<file path="src/rtl/nibble_serial_pkg.sv">
// rtl/nibble_serial_pkg.sv - shared types and helpers for the nibble-serial adder
// Contents: FSM state encoding, nibble width constant, index-width helper.
package nibble_serial_pkg;

  localparam int NIB_W = 4;

  typedef enum logic [1:0] {
    IDLE = 2'd0,
    ADD  = 2'd1,
    DONE = 2'd2
  } state_t;

  // Width of the nibble index counter; never narrower than one bit so the
  // WIDTH=4 build still has a legal register.
  function automatic int idx_width(input int width);
    int nnib;
    nnib = width / NIB_W;
    return (nnib <= 1) ? 1 : $clog2(nnib);
  endfunction

endpackage

</file>
<file path="src/rtl/nibble_add4.sv">
// rtl/nibble_add4.sv - combinational 4-bit ripple-carry adder slice
// Ports:
//   a, b  in  4  addend nibbles
//   cin   in  1  carry in
//   sum   out 4  nibble sum
//   cout  out 1  carry out of bit 3
module nibble_add4
  import nibble_serial_pkg::*;
(
  input  logic [NIB_W-1:0] a,
  input  logic [NIB_W-1:0] b,
  input  logic             cin,
  output logic [NIB_W-1:0] sum,
  output logic             cout
);

  logic [NIB_W:0] c;

  assign c[0] = cin;

  for (genvar i = 0; i < NIB_W; i++) begin : g_bit
    assign sum[i]  = a[i] ^ b[i] ^ c[i];
    assign c[i+1]  = (a[i] & b[i]) | (c[i] & (a[i] ^ b[i]));
  end

  assign cout = c[NIB_W];

endmodule

</file>
<file path="src/rtl/nibble_serial_adder_ctrl.sv">
// rtl/nibble_serial_adder_ctrl.sv - adds two WIDTH-bit operands one nibble per clock
// Optional feature macro: NIBBLE_SERIAL_SUB_EN (adds the sub input for a - b).
// Ports:
//   clk, rst_n             clock, async active-low reset
//   start_valid/ready      operand handshake; a, b, c_in (and sub) sampled on it
//   sum, c_out, ovf        registered result, final carry, signed overflow
//   done_valid/ready       result handshake
//   busy                   high while adding or holding a result
module nibble_serial_adder_ctrl
  import nibble_serial_pkg::*;
#(
  parameter int WIDTH = 16
) (
  input  logic             clk,
  input  logic             rst_n,
  input  logic             start_valid,
  output logic             start_ready,
  input  logic [WIDTH-1:0] a,
  input  logic [WIDTH-1:0] b,
  input  logic             c_in,
`ifdef NIBBLE_SERIAL_SUB_EN
  input  logic             sub,
`endif
  output logic [WIDTH-1:0] sum,
  output logic             c_out,
  output logic             ovf,
  output logic             done_valid,
  input  logic             done_ready,
  output logic             busy
);

  localparam int NNIB = WIDTH / NIB_W;
  localparam int IW   = idx_width(WIDTH);

  state_t           state_q, state_d;
  logic [WIDTH-1:0] a_q, b_q, sum_q;
  logic             carry_q, c_out_q, ovf_q;
  logic [IW-1:0]    idx_q;

  logic             accept, last;
  logic [WIDTH-1:0] b_in;
  logic             cin_in;
  logic [IW+1:0]    nib_lsb;
  logic [NIB_W-1:0] slice_sum;
  logic             slice_cout;

`ifdef NIBBLE_SERIAL_SUB_EN
  // Subtraction as a + ~b + 1; the stored B is already inverted so the
  // overflow rule below needs no special case.
  assign b_in   = sub ? ~b : b;
  assign cin_in = sub | c_in;
`else
  assign b_in   = b;
  assign cin_in = c_in;
`endif

  assign accept  = start_valid && start_ready;
  assign last    = (idx_q == IW'(NNIB - 1));
  assign nib_lsb = {idx_q, 2'b00};

  nibble_add4 u_slice (
    .a    (a_q[nib_lsb +: NIB_W]),
    .b    (b_q[nib_lsb +: NIB_W]),
    .cin  (carry_q),
    .sum  (slice_sum),
    .cout (slice_cout)
  );

  always_ff @(posedge clk or negedge rst_n) begin
    if (!rst_n) state_q <= IDLE;
    else        state_q <= state_d;
  end

  always_comb begin
    state_d     = state_q;
    start_ready = 1'b0;
    done_valid  = 1'b0;
    busy        = 1'b0;
    case (state_q)
      IDLE: begin
        start_ready = 1'b1;
        if (start_valid) state_d = ADD;
      end
      ADD: begin
        busy = 1'b1;
        if (last) state_d = DONE;
      end
      DONE: begin
        busy       = 1'b1;
        done_valid = 1'b1;
        if (done_ready) state_d = IDLE;
      end
      default: state_d = IDLE;
    endcase
  end

  always_ff @(posedge clk or negedge rst_n) begin
    if (!rst_n) begin
      a_q     <= '0;
      b_q     <= '0;
      sum_q   <= '0;
      carry_q <= 1'b0;
      c_out_q <= 1'b0;
      ovf_q   <= 1'b0;
      idx_q   <= '0;
    end else if (accept) begin
      a_q     <= a;
      b_q     <= b_in;
      carry_q <= cin_in;
      sum_q   <= '0;
      idx_q   <= '0;
    end else if (state_q == ADD) begin
      sum_q[nib_lsb +: NIB_W] <= slice_sum;
      carry_q                 <= slice_cout;
      if (last) begin
        idx_q   <= '0;
        c_out_q <= slice_cout;
        // slice_sum[3] is the new result MSB on the final nibble.
        ovf_q   <= (a_q[WIDTH-1] == b_q[WIDTH-1]) && (slice_sum[NIB_W-1] != a_q[WIDTH-1]);
      end else begin
        idx_q <= idx_q + 1'b1;
      end
    end
  end

  assign sum   = sum_q;
  assign c_out = c_out_q;
  assign ovf   = ovf_q;

endmodule
</file>
<file path="config.mk">
export PLATFORM = sky130hd
export DESIGN_NAME = nibble_serial_adder_ctrl
export DESIGN_NICKNAME = d
export VERILOG_FILES = /design/src/rtl/nibble_serial_pkg.sv /design/src/rtl/nibble_add4.sv /design/src/rtl/nibble_serial_adder_ctrl.sv
export SDC_FILE = /design/constraint.sdc
export NUM_CORES = 1
export LEC_CHECK = 0
export BUFFER_PORTS_ARGS = -buffer_cell sky130_fd_sc_hd__buf_4
export CAP_MARGIN = 20
export CELL_PAD_IN_SITES_DETAIL_PLACEMENT = 1
export CELL_PAD_IN_SITES_GLOBAL_PLACEMENT = 1
export CORE_MARGIN = 4
export CORE_UTILIZATION = 37
export DETAILED_ROUTE_END_ITERATION = 12
export PLACE_DENSITY_LB_ADDON = 0.1
export SLEW_MARGIN = 30
export SYNTH_ARGS = -nofsm -noshare
export SYNTH_HDL_FRONTEND = slang
export SYNTH_SLANG_ARGS = --single-unit
</file>
<file path="constraint.sdc">
create_clock -name clk -period 3.3 [get_ports clk]
set_input_delay 0.495 -clock clk [delete_from_list [all_inputs] [get_ports clk]]
set_output_delay 0.495 -clock clk [all_outputs]
set_load 0.03 [all_outputs]
</file>
Word level (Yosys, flattened, before mapping). Cells that the tools add are included.

Register bits after elaboration: 55. Input port bits: 37.

$add $sub $neg: 2. Equal/unequal tests: 8. Shifts and indexed selects: 4. Mux-type cells: 15. Bitwise gates (word level): 21. Reductions and logical operators: 7.

Operators with widths (number): $mux W16 (2); $shiftx A16 B5 Y4 (2); $bwmux W16 (1); $shift A4 B6 Y16 const A (1); $shiftx A4 B6 Y16 (1); $mux W2 (6); $and A1 B1 Y1 (8); $xor A1 B1 Y1 (8); $ne A2 B2 Y1 const B (3); $neg A4 Y6 (1); $pmux W2 S3 (1); $reduce_and A3 Y1 (2); $mux W1 (5); $eq A2 B2 Y1 const B (2); $or A1 B1 Y1 (4); $add A2 B1 Y2 const B (1); $eq A2 B1 Y1 const B (1); $logic_and A1 B1 Y1 (2); $logic_not A2 Y1 (1); $reduce_bool A2 Y1 (1); $reduce_or A2 Y1 (1); $eq A1 B1 Y1 (1); $ne A1 B1 Y1 (1); $not A1 Y1 (1).

Logic depth before layout (Yosys ltp). Gate-level depths: netlist of the first run.

Depth in word-level cells: 13. Gate-level depth with buffers: 13. Depth with buffers taken out: 12.

Cells and area by module. A second synthesis of the first run with hierarchy kept.

Cells, all modules: 268. Area total of the unflattened synthesis: 2658.8 um^2.

Modules (own cells, without submodules): nibble_serial_adder_ctrl (times used 1, cells an instance 254, area an instance 2541.2 um^2, sequential area each 1376.3 um^2); nibble_add4 (times used 1, cells an instance 14, area an instance 117.6 um^2, sequential area each 0.0 um^2).

Worst setup path after synthesis of the first run. Ideal clock, no wire load.

Path kind: register to register. Start point: register idx_q[0]. End point: register ovf_q, in the netlist ovf. Library setup time: 0.125 ns. Arrival time: 2.958 ns. Required time: 3.175 ns. Slack: 0.217 ns. Cell stages (with the launch flop): 14. Path through: dfrtp_1 > buf_2 > mux4_2 > inv_1 > fa_1 > inv_1 > fa_1 > inv_1 > fa_1 > inv_1 > fa_1 > nand2b_1 > o22ai_1 > mux2_2.

Word-level cells in the longest chain between the ends: 11.

Ends and longest elaborated chain: start: declaration (RTL line nibble_serial_adder_ctrl.sv:38) `logic [IW-1:0] idx_q;`; start signal: assignment (RTL line nibble_serial_adder_ctrl.sv:121) `idx_q <= idx_q + 1'b1;`; $shiftx A16 B5 Y4 (on tied branches) (RTL line nibble_serial_adder_ctrl.sv:62, nibble_serial_adder_ctrl.sv:63); $xor A1 B1 Y1 (RTL line nibble_add4.sv:23) `assign c[i+1] = (a[i] & b[i]) | (c[i] & (a[i] ^ b[i]));`; $and A1 B1 Y1 (RTL line nibble_add4.sv:23); $or A1 B1 Y1 (RTL line nibble_add4.sv:23); $and A1 B1 Y1 (RTL line nibble_add4.sv:23); $or A1 B1 Y1 (RTL line nibble_add4.sv:23); $and A1 B1 Y1 (RTL line nibble_add4.sv:23); $or A1 B1 Y1 (RTL line nibble_add4.sv:23); $xor A1 B1 Y1 (RTL line nibble_add4.sv:22) `assign sum[i] = a[i] ^ b[i] ^ c[i];`; $ne A1 B1 Y1 (RTL line nibble_serial_adder_ctrl.sv:119) `ovf_q <= (a_q[WIDTH-1] == b_q[WIDTH-1]) && (slice_sum[NIB_W-1] != a_q[WIDTH-1]);`; $logic_and A1 B1 Y1 (RTL line nibble_serial_adder_ctrl.sv:119); end signal: assignment (RTL line nibble_serial_adder_ctrl.sv:119); end: declaration (RTL line nibble_serial_adder_ctrl.sv:37) `logic carry_q, c_out_q, ovf_q;`.

Parallel ways exist; a longest one is shown, timed or not. A chain may end at the register's enable or synchronous reset.

Final worst setup path of the first run. Same ends and word-level chain as after synthesis.

==> results of run 1 <==
-- through the flow --
step | total power [mW] | util | instances
global route | 3.316 | 0.4742 | 416
global placement | 2.627 | 0.4595 | 408
floorplan | 2.132 | - | 262
CTS | 3.098 | 0.4742 | 416
finish | 3.042 | 0.4742 | 416
detailed placement | 2.683 | 0.4595 | 408
-- cell usage after synthesis --
cell type and count:
and3_1 1, mux4_2 8, nand2b_1 3, o31ai_1 4, o21ai_0 9, dfrtp_1 55
a21oi_1 3, a222oi_1 1, and2_1 1, fa_1 4, inv_1 14, nand3_1 7
a22oi_1 3, mux2_2 4, inv_2 1, clkbuf_1 2, and4_1 1, o22ai_1 1
buf_2 7, nor2_1 3, ha_1 7, mux2i_1 2, buf_4 2, a22o_1 4
nor2b_1 3, nand4_1 2, buf_1 1, nand2_1 109
-- kinds of logic (layout without fill, tap and decap cells) --
kind of cell	count (synthesis)	in the layout	synth area share
AOI/OAI and AO/OA	25	25	0.06310
adders and majority gates	11	11	0.06455
buffers and inverters	27	85	0.04527
DFF	55	55	0.5299
muxes	14	14	0.09441
and+or+nand+nor	130	130	0.2028
-- worst max path at each step --
| stage | from | end | slack, ns | depth (start not counted) |
|---|---|---|---|---|
| 5_1_grt | idx_q[0] | ovf | 0.07 | 11 |
| 3_5_place_dp | idx_q[0] | ovf | 0.19 | 11 |
| 4_1_cts | idx_q[0] | ovf | 0.19 | 11 |
| 3_3_place_gp | idx_q[0] | ovf | 0.33 | 11 |
| 6_report | idx_q[0] | ovf | 0.22 | 12 |
| 2_1_floorplan | idx_q[0] | ovf | 0.22 | 13 |
-- sequential cells by signal (all words and copies together), names as in the netlist --
register,flops
a_q,16
b_q,16
idx_q,2
ovf,1
sum,16
c_out,1
state_q,2
carry_q,1
-- power groups by stage --
stage / Sequential, mW / Clock [mW] / Combinational, mW
after global routing: 1.11 / 0.457 / 1.75
after detailed placement: 1.10 / 0 / 1.59
after CTS: 1.08 / 0.427 / 1.59
final: 1.07 / 0.416 / 1.55
after floorplan: 1.08 / 0 / 1.06
after global placement: 1.10 / 0 / 1.53
-- per-layer routing --
metal / wire (um) / GRT usage / vias to the layer above
li1: - / - / 968
met1: 2736 / 0.2015 / 970
met2: 3173 / 0.2794 / 40
met3: 283 / 0.03938 / 6
met4: 47 / 0.03713 / 0
met5: 0 / 0 / -
-- worst max-delay path, cell delays in order, from the launching register on --
cell	delay (ns)
dfrtp_1	0.45
mux4_2	0.53
inv_1	0.09
fa_1	0.18
inv_1	0.05
fa_1	0.35
inv_1	0.08
fa_1	0.17
inv_1	0.06
fa_1	0.55
nand2b_1	0.12
o22ai_1	0.08
mux2_2	0.27
-- cell type report --
| class | instances | area share |
|---|---|---|
| Timing Repair Buffer | 62 | 0.1445 |
| Sequential cell | 55 | 0.4272 |
| Tap cell | 96 | 0.03728 |
| Inverter | 15 | 0.01748 |
| Multi-Input combinational cell | 180 | 0.3425 |
| Clock buffer | 8 | 0.03107 |
==> impl_metrics.json, run 1 <==
{
  "post_cts_resize_count": 0,
  "wl_per_cell_um": 15.00,
  "ctsHoldBuffers": 0,
  "fin_tns_setup_ns": 0,
  "swShare": 0.4278,
  "yosysSeqAreaShare": 0.5299,
  "reg2regPathDepth": 12,
  "clk_pin_slew_worst_paths_ns": 0.10,
  "die-area_sq_um": 8424,
  "grt_overflow_total": 0,
  "post_cts_buffers": 0,
  "synth-seq-cells": 55,
  "clkSinkCount": 55,
  "vias_per_cell": 4.769,
  "setup_violations": 0,
  "critPathCaptureType": "flop",
  "final_area_sq_um": 3222,
  "startpoint_type": "flop",
  "clock.fmax_mhz": 325.2,
  "rows": 30,
  "first_iter_violations": 64,
  "numCtsBuffers": 5,
  "clock_path_buffers": 2,
  "rr_startpoint": "idx_q[0]",
  "final_common_cell": "nand2_1",
  "die_width_um": 91.79,
  "route.vias.total": 1984,
  "setup_slack_ns": 0.2248,
  "post-route-period-util": 0.9319,
  "status": "finished clean",
  "cap_violations": 0,
  "worst_pin_slew_ns": 0.6974,
  "synthesis.nets": 310,
  "yosysUniqueCellTypes": 28,
  "rrSetupSlack_ns": 0.22,
  "synth_top_area_frac": 0.5299,
  "rsz0062_at_grt": "false",
  "synthTopCellsByArea": "dfrtp_1 53%, nand2_1 16%, mux4_2 6.9%",
  "fillerInstances": 764,
  "vdd_drop_max_uv": 302.8,
  "critPathKind": "reg -> reg",
  "n_antenna_cell": 0,
  "finClkSkew_ns": 0.008458,
  "antenna_found_initial": 0,
  "cp.arrival_ns": 3.28,
  "regArea_sq_um": 1376,
  "placed_area_sq_um": 3122,
  "hold_path.class": "in -> async",
  "htreeDepth": 2,
  "drt_pass1_iterations": 4,
  "leakagePower_nw": 1.657,
  "grt_pass1_wl_um": 10650,
  "postSynthAreaPerCell_sq_um": 9.914,
  "syn_inst": 262,
  "initial_utilization": 0.3823,
  "drtAntennaViolNets": 0,
  "multi_input_area_sq_um": 1104,
  "layout_common_cells": "109 x nand2_1, 62 x buf_4, 55 x dfrtp_1, 14 x inv_1, 9 x o21ai_0",
  "yosysTopAreaCell": "dfrtp_1",
  "area_delta_synth_final_pct": 24.04,
  "post-place-ws_ns": 0.1920,
  "hpwl_um": 4708,
  "power_frac_seq": 0.353,
  "fin_crit_ns": 3.075,
  "drc": 0,
  "clk-insertion-delay-late_ns": 0.31,
  "cts_tree": "built",
  "grt_usage": 0.1605,
  "yosys_warnings": 0,
  "holdWs_ns": 0.2054,
  "layout-drive-gt1-share": 0.2563,
  "io_buffers": 57,
  "first_global_vias": 2089,
  "intPower_mw": 1.740,
  "finalMaxSlewViolations": 0,
  "combPwrFrac": 0.510,
  "grt_max_degree": 56,
  "wirelength_um": 6241,
  "slew_headroom": 0.5351,
  "p_sw_mw": 1.301,
  "fp.coreArea_sq_um": 6794,
  "nets": 367,
  "root_buffer": "clkbuf_8",
  "path_max_fanout": 6,
  "syn-cell-area_sq_um": 2597,
  "hold_viol": 0,
  "power_density_nw_per_um2": 944.0,
  "ios": 58,
  "clkPwrFrac": 0.137,
  "cp.required_ns": 3.50,
  "rr_endpoint": "ovf",
  "place_congestion": 0.8550,
  "die_y_um": 91.79
}
Note: power is estimated with default switching activity, not from simulation.
==> run 2, diff against run 1 <==
BUFFER_PORTS_ARGS = -buffer_cell sky130_fd_sc_hd__clkbuf_2   (was -buffer_cell sky130_fd_sc_hd__buf_4)
CORE_MARGIN = 5   (was 4)
==> impl_metrics.json, run 2 (same netlist as run 1, synthesis figures left out) <==
{
  "grt_overflow_total": 0,
  "layout_common_cells": "109 x nand2_1, 56 x clkbuf_2, 55 x dfrtp_1, 14 x inv_1, 9 x o21ai_0",
  "finalMaxSlewViolations": 0,
  "fin_crit_ns": 2.989,
  "power_frac_seq": 0.365,
  "rows": 30,
  "finClkSkew_ns": 0.01204,
  "wirelength_um": 6079,
  "post-route-util": 0.4505,
  "io_buffers": 57,
  "met1_length_um": 2698,
  "route.vias.total": 1995,
  "clkPwrFrac": 0.135,
  "htreeDepth": 2,
  "slew_headroom": 0.4464,
  "vdd_drop_max_uv": 324.5,
  "critPathKind": "reg -> reg",
  "nets": 368,
  "post_cts_resize_count": 0,
  "die-area_sq_um": 8796,
  "status": "finished clean",
  "post_cts_buffers": 0,
  "die_y_um": 93.79,
  "p_sw_mw": 1.290,
  "grt_max_degree": 37,
  "ctsHoldBuffers": 0,
  "drc": 0,
  "hold_path.class": "in -> async",
  "ios": 58,
  "reg2regPathDepth": 12,
  "numCtsBuffers": 5,
  "wl_met2_um": 3094,
  "root_buffer": "clkbuf_8",
  "setup_slack_ns": 0.3114,
  "fp.coreArea_sq_um": 6832,
  "critPathCaptureType": "flop",
  "drt_pass1_iterations": 4,
  "intPower_mw": 1.657,
  "cts_tree": "built",
  "clk_pin_slew_worst_paths_ns": 0.11,
  "grt_pass1_wl_um": 10410,
  "wl_per_cell_um": 14.58,
  "die_width_um": 93.79,
  "leakagePower_nw": 1.619,
  "rsz0062_at_grt": "false",
  "drtAntennaViolNets": 0,
  "rr_startpoint": "idx_q[0]",
  "first_iter_violations": 43,
  "n_antenna_cell": 0,
  "grt_usage": 0.1513,
  "cpMaxStageDelayCell": "fa_1",
  "vias_per_cell": 4.784,
  "clk-insertion-delay-late_ns": 0.31,
  "worst_pin_slew_ns": 0.8304,
  "power_density_nw_per_um2": 957.6,
  "post-route-period-util": 0.9056,
  "cap_violations": 0,
  "clock.fmax_mhz": 334.6,
  "hpwl_um": 4766,
  "top_layer_used": "met4",
  "area_delta_synth_final_pct": 18.50,
  "clkSinkCount": 55,
  "cp.required_ns": 3.50,
  "path_max_fanout": 6,
  "startpoint_type": "flop",
  "final_common_cell": "nand2_1",
  "setup_violations": 0,
  "layout-drive-gt1-share": 0.2617,
  "clock_path_buffers": 2,
  "path_cells": "mux4_2, inv_1, fa_1, inv_1, fa_1, inv_1, fa_1, inv_1, fa_1, nand2b_1, o22ai_1, mux2_2",
  "post-place-ws_ns": 0.2842,
  "dr_wl_met3_um": 238,
  "cp.arrival_ns": 3.19,
  "slowest_delay_ns": 0.49,
  "combPwrFrac": 0.500,
  "first_global_vias": 2135,
  "initial_utilization": 0.3802,
  "fin_tns_setup_ns": 0,
  "place_congestion": 0.7668,
  "rrSetupSlack_ns": 0.31,
  "antenna_found_initial": 0,
  "rr_endpoint": "ovf",
  "hold_viol": 0,
  "swShare": 0.4378
}
==> run 2: cell count changes in the layout (fill, tap and decap cells not counted), moves of 2 or more <==
| cell | before | now |
|---|---|---|
| buf_4 | 62 | 6 |
| clkbuf_2 | 0 | 56 |
| clkbuf_8 | 7 | 5 |
| inv_6 | 0 | 2 |
==> run 2: layout make-up <==
cell class,instances,area (sq um)
clock inverter,3,22.52
multi-input combinational,180,1104
sequential,55,1376
inverter,15,56.30
tap,96,120.1
clock buffer,5,68.82
fill,812,3754
timing repair buffer,63,330.3
==> run 2: worst max path at each step <==
stage               startpoint  end  slack [ns]  depth (start not counted)
finish                idx_q[0]  ovf        0.31                         12
global route          idx_q[0]  ovf        0.11                         12
CTS                   idx_q[0]  ovf        0.28                         12
detailed placement    idx_q[0]  ovf        0.28                         12
global placement      idx_q[0]  ovf        0.36                         12
floorplan             idx_q[0]  ovf        0.22                         13
==> run 2: worst max-delay path: cells and delay by family (launching register included) <==
family	cells	cell delay, ns
AO/OA/AOI/OAI	1	0.07
AND/OR/NAND/NOR	1	0.11
buffers and inverters	4	0.26
multiplexers	2	0.61
flip-flops	1	0.45
adder cells (fa/ha/maj)	4	1.38
==> run 2: power by group through the flow <==
| stage | clock network (mW) | registers (mW) | logic, mW |
|---|---|---|---|
| after floorplan | 0 | 1.08 | 1.06 |
| after global placement | 0 | 1.10 | 1.48 |
| after detailed placement | 0 | 1.10 | 1.51 |
| after CTS | 0.407 | 1.09 | 1.52 |
| after global routing | 0.438 | 1.11 | 1.68 |
| final | 0.397 | 1.08 | 1.47 |
==> run 2: through the flow <==
step | cells | cell area [sq um] | hold slack, ns | power (mW)
finish | 417 | 3078 | 0.2675 | 2.947
floorplan | 262 | 2597 | 0.1994 | 2.132
global placement | 409 | 2987 | 0.4614 | 2.576
global route | 417 | 3078 | 0.3262 | 3.234
CTS | 417 | 3078 | 0.3367 | 3.007
detailed placement | 409 | 2987 | 0.4696 | 2.611
==> run 2: routing by layer <==
layer | global-route usage | vias up
met5 | 0 | -
met4 | 0.02888 | 0
met3 | 0.03446 | 6
met2 | 0.2637 | 44
met1 | 0.1930 | 978
li1 | - | 967
